### src/rtl/uart_cmd_rcv.sv
// uart_cmd_rcv: 8N1 UART receiver that assembles two bytes (high first)
// into a 16-bit command word with sticky ready/overrun flags, a one-cycle
// framing-error pulse and an inter-byte timeout.
module uart_cmd_rcv #(
  parameter int unsigned BAUD_DIV     = 2604,
  parameter int unsigned TIMEOUT_BITS = 32
) (
  input  logic        clk,
  input  logic        rst,
  input  logic        RX,
  input  logic        clr_cmd_rdy,
  output logic [15:0] cmd,
  output logic        cmd_rdy,
  output logic        frm_err,
  output logic        overrun,
  output logic        busy
);

  localparam int unsigned BW       = $clog2(BAUD_DIV + 1);
  localparam int unsigned TO_LIMIT = TIMEOUT_BITS * BAUD_DIV;
  localparam int unsigned TW       = $clog2(TO_LIMIT + 1);
  localparam logic [BW-1:0] HALF_BIT = BW'(BAUD_DIV / 2);
  localparam logic [BW-1:0] FULL_BIT = BW'(BAUD_DIV);
  localparam logic [TW-1:0] TO_LAST  = TW'(TO_LIMIT - 1);

  typedef enum logic [1:0] {IDLE, START, DATA, STOP} state_t;

  state_t        state_q, state_d;
  logic          rx_meta_q, rx_meta_d;
  logic          rx_sync_q, rx_sync_d;
  logic          rx_prev_q, rx_prev_d;
  logic [BW-1:0] baud_q, baud_d;
  logic [2:0]    bitn_q, bitn_d;
  logic [7:0]    shift_q, shift_d;
  logic [7:0]    hi_q, hi_d;
  logic          ptr_q, ptr_d;
  logic [TW-1:0] to_q, to_d;
  logic [15:0]   cmd_q, cmd_d;
  logic          cmd_rdy_q, cmd_rdy_d;
  logic          overrun_q, overrun_d;
  logic          frm_err_q, frm_err_d;
  logic          busy_q, busy_d;
  logic          start_edge;
  logic          baud_tick;
  logic          byte_ok;

  // State register; synchronizer flops preset to idle-high.
  always_ff @(posedge clk) begin
    if (rst) begin
      state_q   <= IDLE;
      rx_meta_q <= 1'b1;
      rx_sync_q <= 1'b1;
      rx_prev_q <= 1'b1;
      baud_q    <= '0;
      bitn_q    <= '0;
      shift_q   <= '0;
      hi_q      <= '0;
      ptr_q     <= 1'b0;
      to_q      <= '0;
      cmd_q     <= '0;
      cmd_rdy_q <= 1'b0;
      overrun_q <= 1'b0;
      frm_err_q <= 1'b0;
      busy_q    <= 1'b0;
    end else begin
      state_q   <= state_d;
      rx_meta_q <= rx_meta_d;
      rx_sync_q <= rx_sync_d;
      rx_prev_q <= rx_prev_d;
      baud_q    <= baud_d;
      bitn_q    <= bitn_d;
      shift_q   <= shift_d;
      hi_q      <= hi_d;
      ptr_q     <= ptr_d;
      to_q      <= to_d;
      cmd_q     <= cmd_d;
      cmd_rdy_q <= cmd_rdy_d;
      overrun_q <= overrun_d;
      frm_err_q <= frm_err_d;
      busy_q    <= busy_d;
    end
  end

  // Bit FSM, byte assembly, timeout and flag next-state logic.
  always_comb begin
    state_d   = state_q;
    rx_meta_d = RX;
    rx_sync_d = rx_meta_q;
    rx_prev_d = rx_sync_q;
    baud_d    = baud_q;
    bitn_d    = bitn_q;
    shift_d   = shift_q;
    hi_d      = hi_q;
    ptr_d     = ptr_q;
    to_d      = to_q;
    cmd_d     = cmd_q;
    cmd_rdy_d = cmd_rdy_q & ~clr_cmd_rdy;
    overrun_d = overrun_q & ~clr_cmd_rdy;
    frm_err_d = 1'b0;
    busy_d    = busy_q;
    byte_ok   = 1'b0;

    start_edge = (state_q == IDLE) && rx_prev_q && !rx_sync_q;
    baud_tick  = (baud_q == BW'(1));

    if (state_q != IDLE && !baud_tick) begin
      baud_d = baud_q - BW'(1);
    end

    case (state_q)
      IDLE: begin
        if (start_edge) begin
          state_d = START;
          baud_d  = HALF_BIT;
          busy_d  = 1'b1;
        end
      end
      START: begin
        if (baud_tick) begin
          if (!rx_sync_q) begin
            state_d = DATA;
            baud_d  = FULL_BIT;
            bitn_d  = '0;
          end else begin
            state_d = IDLE;
            busy_d  = 1'b0;
          end
        end
      end
      DATA: begin
        if (baud_tick) begin
          shift_d = {rx_sync_q, shift_q[7:1]};
          baud_d  = FULL_BIT;
          if (bitn_q == 3'd7) begin
            state_d = STOP;
          end else begin
            bitn_d = bitn_q + 3'd1;
          end
        end
      end
      STOP: begin
        if (baud_tick) begin
          state_d = IDLE;
          busy_d  = 1'b0;
          if (rx_sync_q) begin
            byte_ok = 1'b1;
          end else begin
            frm_err_d = 1'b1;
            ptr_d     = 1'b0;
          end
        end
      end
    endcase

    // Timeout only advances while a high byte waits in IDLE; any start edge restarts it.
    if (start_edge) begin
      to_d = '0;
    end else if (ptr_q && state_q == IDLE) begin
      if (to_q == TO_LAST) begin
        ptr_d = 1'b0;
        to_d  = '0;
      end else begin
        to_d = to_q + TW'(1);
      end
    end

    // Completion overrides a same-cycle clear: set wins for cmd_rdy.
    if (byte_ok) begin
      if (!ptr_q) begin
        hi_d  = shift_q;
        ptr_d = 1'b1;
        to_d  = '0;
      end else begin
        cmd_d     = {hi_q, shift_q};
        cmd_rdy_d = 1'b1;
        ptr_d     = 1'b0;
        if (cmd_rdy_q && !clr_cmd_rdy) begin
          overrun_d = 1'b1;
        end
      end
    end
  end

  assign cmd     = cmd_q;
  assign cmd_rdy = cmd_rdy_q;
  assign frm_err = frm_err_q;
  assign overrun = overrun_q;
  assign busy    = busy_q;

endmodule
### config.mk
export PLATFORM = sky130hd
export DESIGN_NAME = uart_cmd_rcv
export DESIGN_NICKNAME = d
export VERILOG_FILES = /design/src/rtl/uart_cmd_rcv.sv
export SDC_FILE = /design/constraint.sdc
export NUM_CORES = 1
export LEC_CHECK = 0
export CORE_MARGIN = 1.5
export CORE_UTILIZATION = 51
export DETAILED_ROUTE_END_ITERATION = 8
export PLACE_DENSITY_LB_ADDON = 0.15
export SYNTH_ARGS = -nofsm -noshare
export SYNTH_HDL_FRONTEND = slang
export SYNTH_SLANG_ARGS = --single-unit
### constraint.sdc
create_clock -name clk -period 2.7 [get_ports clk]
set_clock_uncertainty 0.15 [all_clocks]
set_input_delay 0.54 -clock clk [delete_from_list [all_inputs] [get_ports clk]]
set_output_delay 0.54 -clock clk [all_outputs]
set_load 0.01 [all_outputs]
Word level (Yosys, flattened, before mapping)
Index checks and enable logic that the tools add are counted.
{"block": "classes", "addsub": 3, "n_eq_ne": 14, "muxes": 45, "bitwise_logic": 6, "reduce_logical": 19}
{"cell": "$mux W17", "count": 5}
{"cell": "$mux W12", "count": 5}
{"cell": "$pmux W12 S3", "count": 1}
{"cell": "$mux W1", "count": 21}
{"cell": "$add A17 B1 Y17 const B", "count": 1}
{"cell": "$eq A17 B17 Y1 const B", "count": 1}
{"cell": "$ne A2 B2 Y1 const B", "count": 8}
{"cell": "$reduce_and A5 Y1", "count": 3}
{"cell": "$eq A12 B1 Y1 const B", "count": 1}
{"cell": "$mux W2", "count": 6}
{"cell": "$mux W3", "count": 4}
{"cell": "$sub A12 B1 Y12 const B", "count": 1}
{"cell": "$pmux W2 S4", "count": 1}
{"cell": "$pmux W3 S2", "count": 1}
{"cell": "$reduce_and A2 Y1", "count": 3}
{"cell": "$logic_and A1 B1 Y1", "count": 5}
{"cell": "$eq A2 B2 Y1 const B", "count": 2}
{"cell": "$not A1 Y1", "count": 4}
{"cell": "$reduce_bool A2 Y1", "count": 2}
{"cell": "$add A3 B1 Y3 const B", "count": 1}
{"cell": "$eq A3 B3 Y1 const B", "count": 1}
{"cell": "$logic_not A1 Y1", "count": 3}
{"cell": "$pmux W1 S3", "count": 1}
{"cell": "$reduce_bool A3 Y1", "count": 1}
{"cell": "4 further kinds", "count": 5}
{"block": "word_totals", "register_bits": 74, "input_bits": 4, "output_inout_bits": 20, "elab_cells": 102}

Depth between registers and ports, before layout
{"block": "depth", "word_depth": 7, "depth_mapped": 8, "mapped_depth_nobuf": 6}

Worst setup path after synthesis
No wires, ideal clock.
{"block": "synth_timing", "path_type": "reg-to-reg", "from": "register baud_q[2]", "to": "register baud_q[8]", "setup_ns": 0.074, "arrival_time_ns": 1.780, "required_ns": 2.476, "setup_slack_ns": 0.696, "path_stages_with_launch": 6, "path_buffers": 1, "cell_sequence": "dfxtp_1 > buf_6 > or4_4 > or2_4 > or4_1 > a31oi_1"}
{"block": "synth_via", "elab_chain_len": 7, "elab_cells_between_ends": 10}
{"element": "start, declared", "line_no": "32", "text": "logic [BW-1:0] baud_q, baud_d;"}
{"element": "start signal, assigned", "line_no": "70", "text": "baud_q <= baud_d;"}
{"element": "parallel branches: the longest is 6 deep, another holds $sub A12 B1 Y12"}
{"element": "$pmux W12 S3 *", "line_no": "110", "text": "case (state_q)"}
Mark *: on every way between the ends.
A chain may end at the register's enable or synchronous reset.

Worst setup path after layout
{"block": "layout_timing", "from": "register state_q[0]", "to": "register baud_q[9]"}
{"block": "layout_via", "elab_chain_len": 6, "elab_cells_between_ends": 13}
{"element": "start, declared", "line_no": "28", "text": "state_t state_q, state_d;"}
{"element": "start signal, assigned", "line_no": "66", "text": "state_q <= state_d;"}
{"element": "$reduce_bool A2 Y1", "line_no": "106", "text": "if (state_q != IDLE && !baud_tick) begin"}
{"element": "$logic_and A1 B1 Y1", "line_no": "106"}
{"element": "$mux W12", "line_no": "106"}
{"element": "$mux W12", "line_no": "120", "text": "if (!rx_sync_q) begin"}
{"element": "$mux W12", "line_no": "119", "text": "if (baud_tick) begin"}
{"element": "$pmux W12 S3 *", "line_no": "110"}
Every way passes the cells marked *; elsewhere a longest branch is shown, timed or not.

==> run summary <==
The run finished, with violations left. The checks that failed: design-rule violations. The buffer levels on the longest clock path is 2. The tree is rooted in a sky130_fd_sc_hd__clkbuf_8. The number of synthesized flops with an enable pin is 0. The startpoint type of the worst setup path is a register. The final total negative setup slack came out at 0 ns. The count of cells along the worst hold path came out at 1. The complex-gate fraction of the synthesized area is 0.208.

The routed wirelength normalized by instance count came out at 15.7 um. In this run, synthesis produced a sequential element count of 74. The switching fraction of total power is 0.227. The share of the cycle needed by the critical path after routing came out at 0.876. Leaving out fill and tap cells, the most frequent cell in the layout is sky130_fd_sc_hd__dfxtp_1. The minimum setup slack after placement is 0.407 ns. The synthesized net count came out at just over 400. During placement, the flow inserted port buffers numbering 23. The net count of the finished layout is ~430. The met2 wire length is 3.54 mm.

The clock buffer count from CTS is 9. The worst voltage drop across the vdd grid is 0.386 mV. The wire-length estimate of the detail-placed layout is 5.27 mm. The mux share of post-synthesis cell area is 0.00288. The detailed-router iteration count before antenna repair came out at 6.

The via count of the first global-routing pass came to 2804. The ratio of cells with drive above 1 in the final layout came out at 0.0950. The max-slew violation count was 0.

The part of the total power dissipated in combinational logic is 0.073. The signal on the critical path passes through nor2_1 -> or3_1 -> or4_1 -> a31oi_1. The routed layout has 3120 vias. The switching power summed over all nets came out at 556 uW. The number of antenna violations at the first check in global routing is 0. The final critical-path required period is 2.36 ns. Setup violations remaining at the end of the flow were counted as 0.

The total chip power came out at 2450 uW. The number of cells on the worst reg-to-reg path is 4. The largest fanout of any net on the critical path came out at 18.

The number of inserted diodes is 0. The highest metal layer used by the detailed router is met4. The worst-case setup margin in the final layout is 0.336 ns.

TritonCTS built the clock tree. In this run the number of H-tree levels came out at 3. In the synthesized netlist, the number of instances is 402.

The area fraction in and, or, nand and nor cells after synthesis came out at 0.263. The clock insertion delay at the later pin of the skew report came out at 0.34 ns. In the synthesized netlist the dominant register cell turns out to be sky130_fd_sc_hd__dfxtp_1. The clock network fraction of design power is 0.463. Timing would allow up to between 400 and 500 MHz.

The leakage power total is 0.00129 uW. The count of clock tree sinks came out at 74. The post-cts resize count is 0. The number of vias per cell is 6.27.

The library cells used most frequently in the layout, excluding fill and tap cells, are 74 x sky130_fd_sc_hd__dfxtp_1, 42 x sky130_fd_sc_hd__a21oi_1, 34 x sky130_fd_sc_hd__nand4_1. The measured slew at the worst slew-check pin is 0.693 ns. The growth of design area from synthesis to finish came out at 15.1%. The synthesized area per cell is 8.64 um^2.

The first global-routing pass estimated between 10 and 15 mm of wire. The cell-internal power came out at 1890 uW. On the worst path, the slowest cell contributes a delay of 0.69 ns. The count of yosys warnings during synthesis is 0. The max capacitance violation total is 0. The height of the die is between 80 and 90 um. The parity-gate share of the synthesized area counting xor and xnor cells is 0.0277. The number of design rule violations left after detail routing is 1. Entering global routing, the biggest net connects 49 pins. The placer congestion estimate came out at ~0.84. The site row count came out at 29. The total overflow reported by the global router is 0.

The routed metal-1 wire length is 3.82 mm. For this run, the total global-route usage over all layers was measured as 0.227. The routed design has 7.84 mm of wire. After synthesis, the largest family of logic cells by area is simple AND/OR/NAND/NOR gates. The critical path depth is 4. The count of buffering cells on the critical path with inverters included came out at 0.

The full die area came out at around 7300 um^2. The worst slew slack as a fraction of its limit is 0.538. The count of hold-fix buffers inserted at cts is 0. Clock-pin slew was measured on the worst setup and hold paths at 0.08 ns. The unique cell type count in the Yosys netlist came out at 56. The number of DRC markers in iteration 0 came out at 219. For this design, the slowest cell found on the critical path is sky130_fd_sc_hd__dfxtp_1. The width of the chip is ~86 um.

The category of the critical setup timing path is register to register. The fraction of the yosys area taken by sequential cells came out at 0.427. The number of primary I/O pins came out at 24. The placeable core area came out at 6460 um^2. The number of nets with antenna violations after routing is 0. Counting flops with an async set or reset pin after synthesis yields a share of 0. The netlist area before placement came out at 3470 um^2. The share of total power dissipated in sequential elements is 0.464. The required time of the worst setup path came out at between 2 and 3 ns. The endpoint arrival time on the critical path came out at about 2.5 ns. The routed design uses about 360 um of met3 wire. The number of hold violations in the final report is 0. For this configuration, the core starts out at a cell density of 0.538.

The min-delay analysis places its worst path in the category register to register. The adder and majority cell fraction of the synthesized area is 0.0180. The power density relative to cell area is 612 nW/um^2. The element type at the critical path end is a register.

Setup repair after global routing left no endpoint under its margin. The gate family responsible for the most delay along the worst path is simple AND/OR/NAND/NOR gates. The number of buffers inserted to repair setup after CTS came out at 0.
[Yosys cell counts, types with 4 or more instances]
master                     count  share of area
sky130_fd_sc_hd__nor2_1       13          0.014
sky130_fd_sc_hd__xor2_1        7          0.018
sky130_fd_sc_hd__buf_6         5          0.016
sky130_fd_sc_hd__or3_1        12          0.022
sky130_fd_sc_hd__o31ai_1       6          0.013
sky130_fd_sc_hd__nor2b_1       5         0.0090
sky130_fd_sc_hd__nand4_1      34          0.061
sky130_fd_sc_hd__inv_1         6         0.0065
sky130_fd_sc_hd__nor3_1       16          0.023
sky130_fd_sc_hd__o21ai_1      25          0.036
sky130_fd_sc_hd__nand3_1      18          0.026
sky130_fd_sc_hd__dfxtp_1      74           0.43
sky130_fd_sc_hd__or4_1         7          0.015
sky130_fd_sc_hd__a21oi_1      42          0.061
sky130_fd_sc_hd__xnor2_1       4          0.010
sky130_fd_sc_hd__o21ai_0      19          0.027
sky130_fd_sc_hd__a211oi_1     10          0.022
sky130_fd_sc_hd__a31oi_1       4         0.0072
sky130_fd_sc_hd__nand2b_1      4         0.0072
sky130_fd_sc_hd__clkbuf_1     23          0.025
sky130_fd_sc_hd__or2_2         4         0.0072
sky130_fd_sc_hd__ha_1          5          0.018
sky130_fd_sc_hd__nand2_1      13          0.014
[worst paths after layout]
| kind | start | endpoint | slack [ns] |
|---|---|---|---|
| worst min-delay path | rx_meta_q | rx_prev_d | 0.26 |
| worst max-delay path | state_q[0] | baud_q[9] | 0.34 |
| worst min register to register | rx_meta_q | rx_prev_d | 0.26 |
| worst max register to register | state_q[0] | baud_q[9] | 0.34 |
[cell type report]
cell class / instances / area (um^2)
clock buffers: 10 / 128
clock inverters: 6 / 138
fillers: 567 / 2460
inverters: 6 / 22.5
multi-input cells: 290 / 1800
flip-flops and latches: 74 / 1480
well taps: 77 / 96.3
repair buffers: 35 / 328
[state kept, by name, summed over array words and instances (netlist names), named ones only]
| register | count |
|---|---|
| shift_q | 8 |
| cmd_rdy | 1 |
| hi_q | 8 |
| rx_prev_d | 1 |
| rx_prev_q | 1 |
| state_q | 1 |
| cmd | 16 |
| frm_err | 1 |
| overrun | 1 |
| rx_meta_q | 1 |
| to_q | 17 |
| bitn_q | 3 |
| ptr_q | 1 |
| baud_q | 12 |
| busy | 1 |
[power groups by stage]
stage / clock (uW) / combinational (uW) / sequential (uW)
3_5_place_dp: 0 / 177 / 1160
2_1_floorplan: 0 / 150 / 1150
3_3_place_gp: 0 / 174 / 1160
6_report: 1130 / 178 / 1140
4_1_cts: 1150 / 177 / 1130
5_1_grt: 1200 / 197 / 1140
[worst reg2reg max path: cells and delay by family (launching register included)]
| family | cells | cell delay (ns) |
|---|---|---|
| AOI/OAI and AO/OA | 1 | 0.17 |
| DFF | 1 | 0.69 |
| and+or+nand+nor | 3 | 1.28 |
[stage by stage]
stage          std cells  hold slack (ns)  utilization  area (um^2)
2_1_floorplan        402            0.239            -         3470
3_3_place_gp         482            0.244        0.578         3730
3_5_place_dp         482            0.247        0.578         3730
4_1_cts              498            0.266        0.619         4000
5_1_grt              498            0.271        0.619         4000
6_report             498            0.265        0.619         4000
[routing by layer]
metal,GRT usage,vias up
met5,0,-
met4,0.103,0
met3,0.0366,11
met2,0.344,92
met1,0.319,1470
li1,-,1547
[cell families (layout without fill, tap and decap cells)]
| logic type | Yosys count | count (layout) |
|---|---|---|
| muxes | 1 | 1 |
| xor gates and xnor gates | 11 | 11 |
| and+or+nand+nor | 151 | 151 |
| AOI/OAI and AO/OA | 122 | 122 |
| DFF | 74 | 74 |
| adders and majority gates | 5 | 5 |
| buffers and inverters | 38 | 57 |
Power figures use the tool's default switching activity.
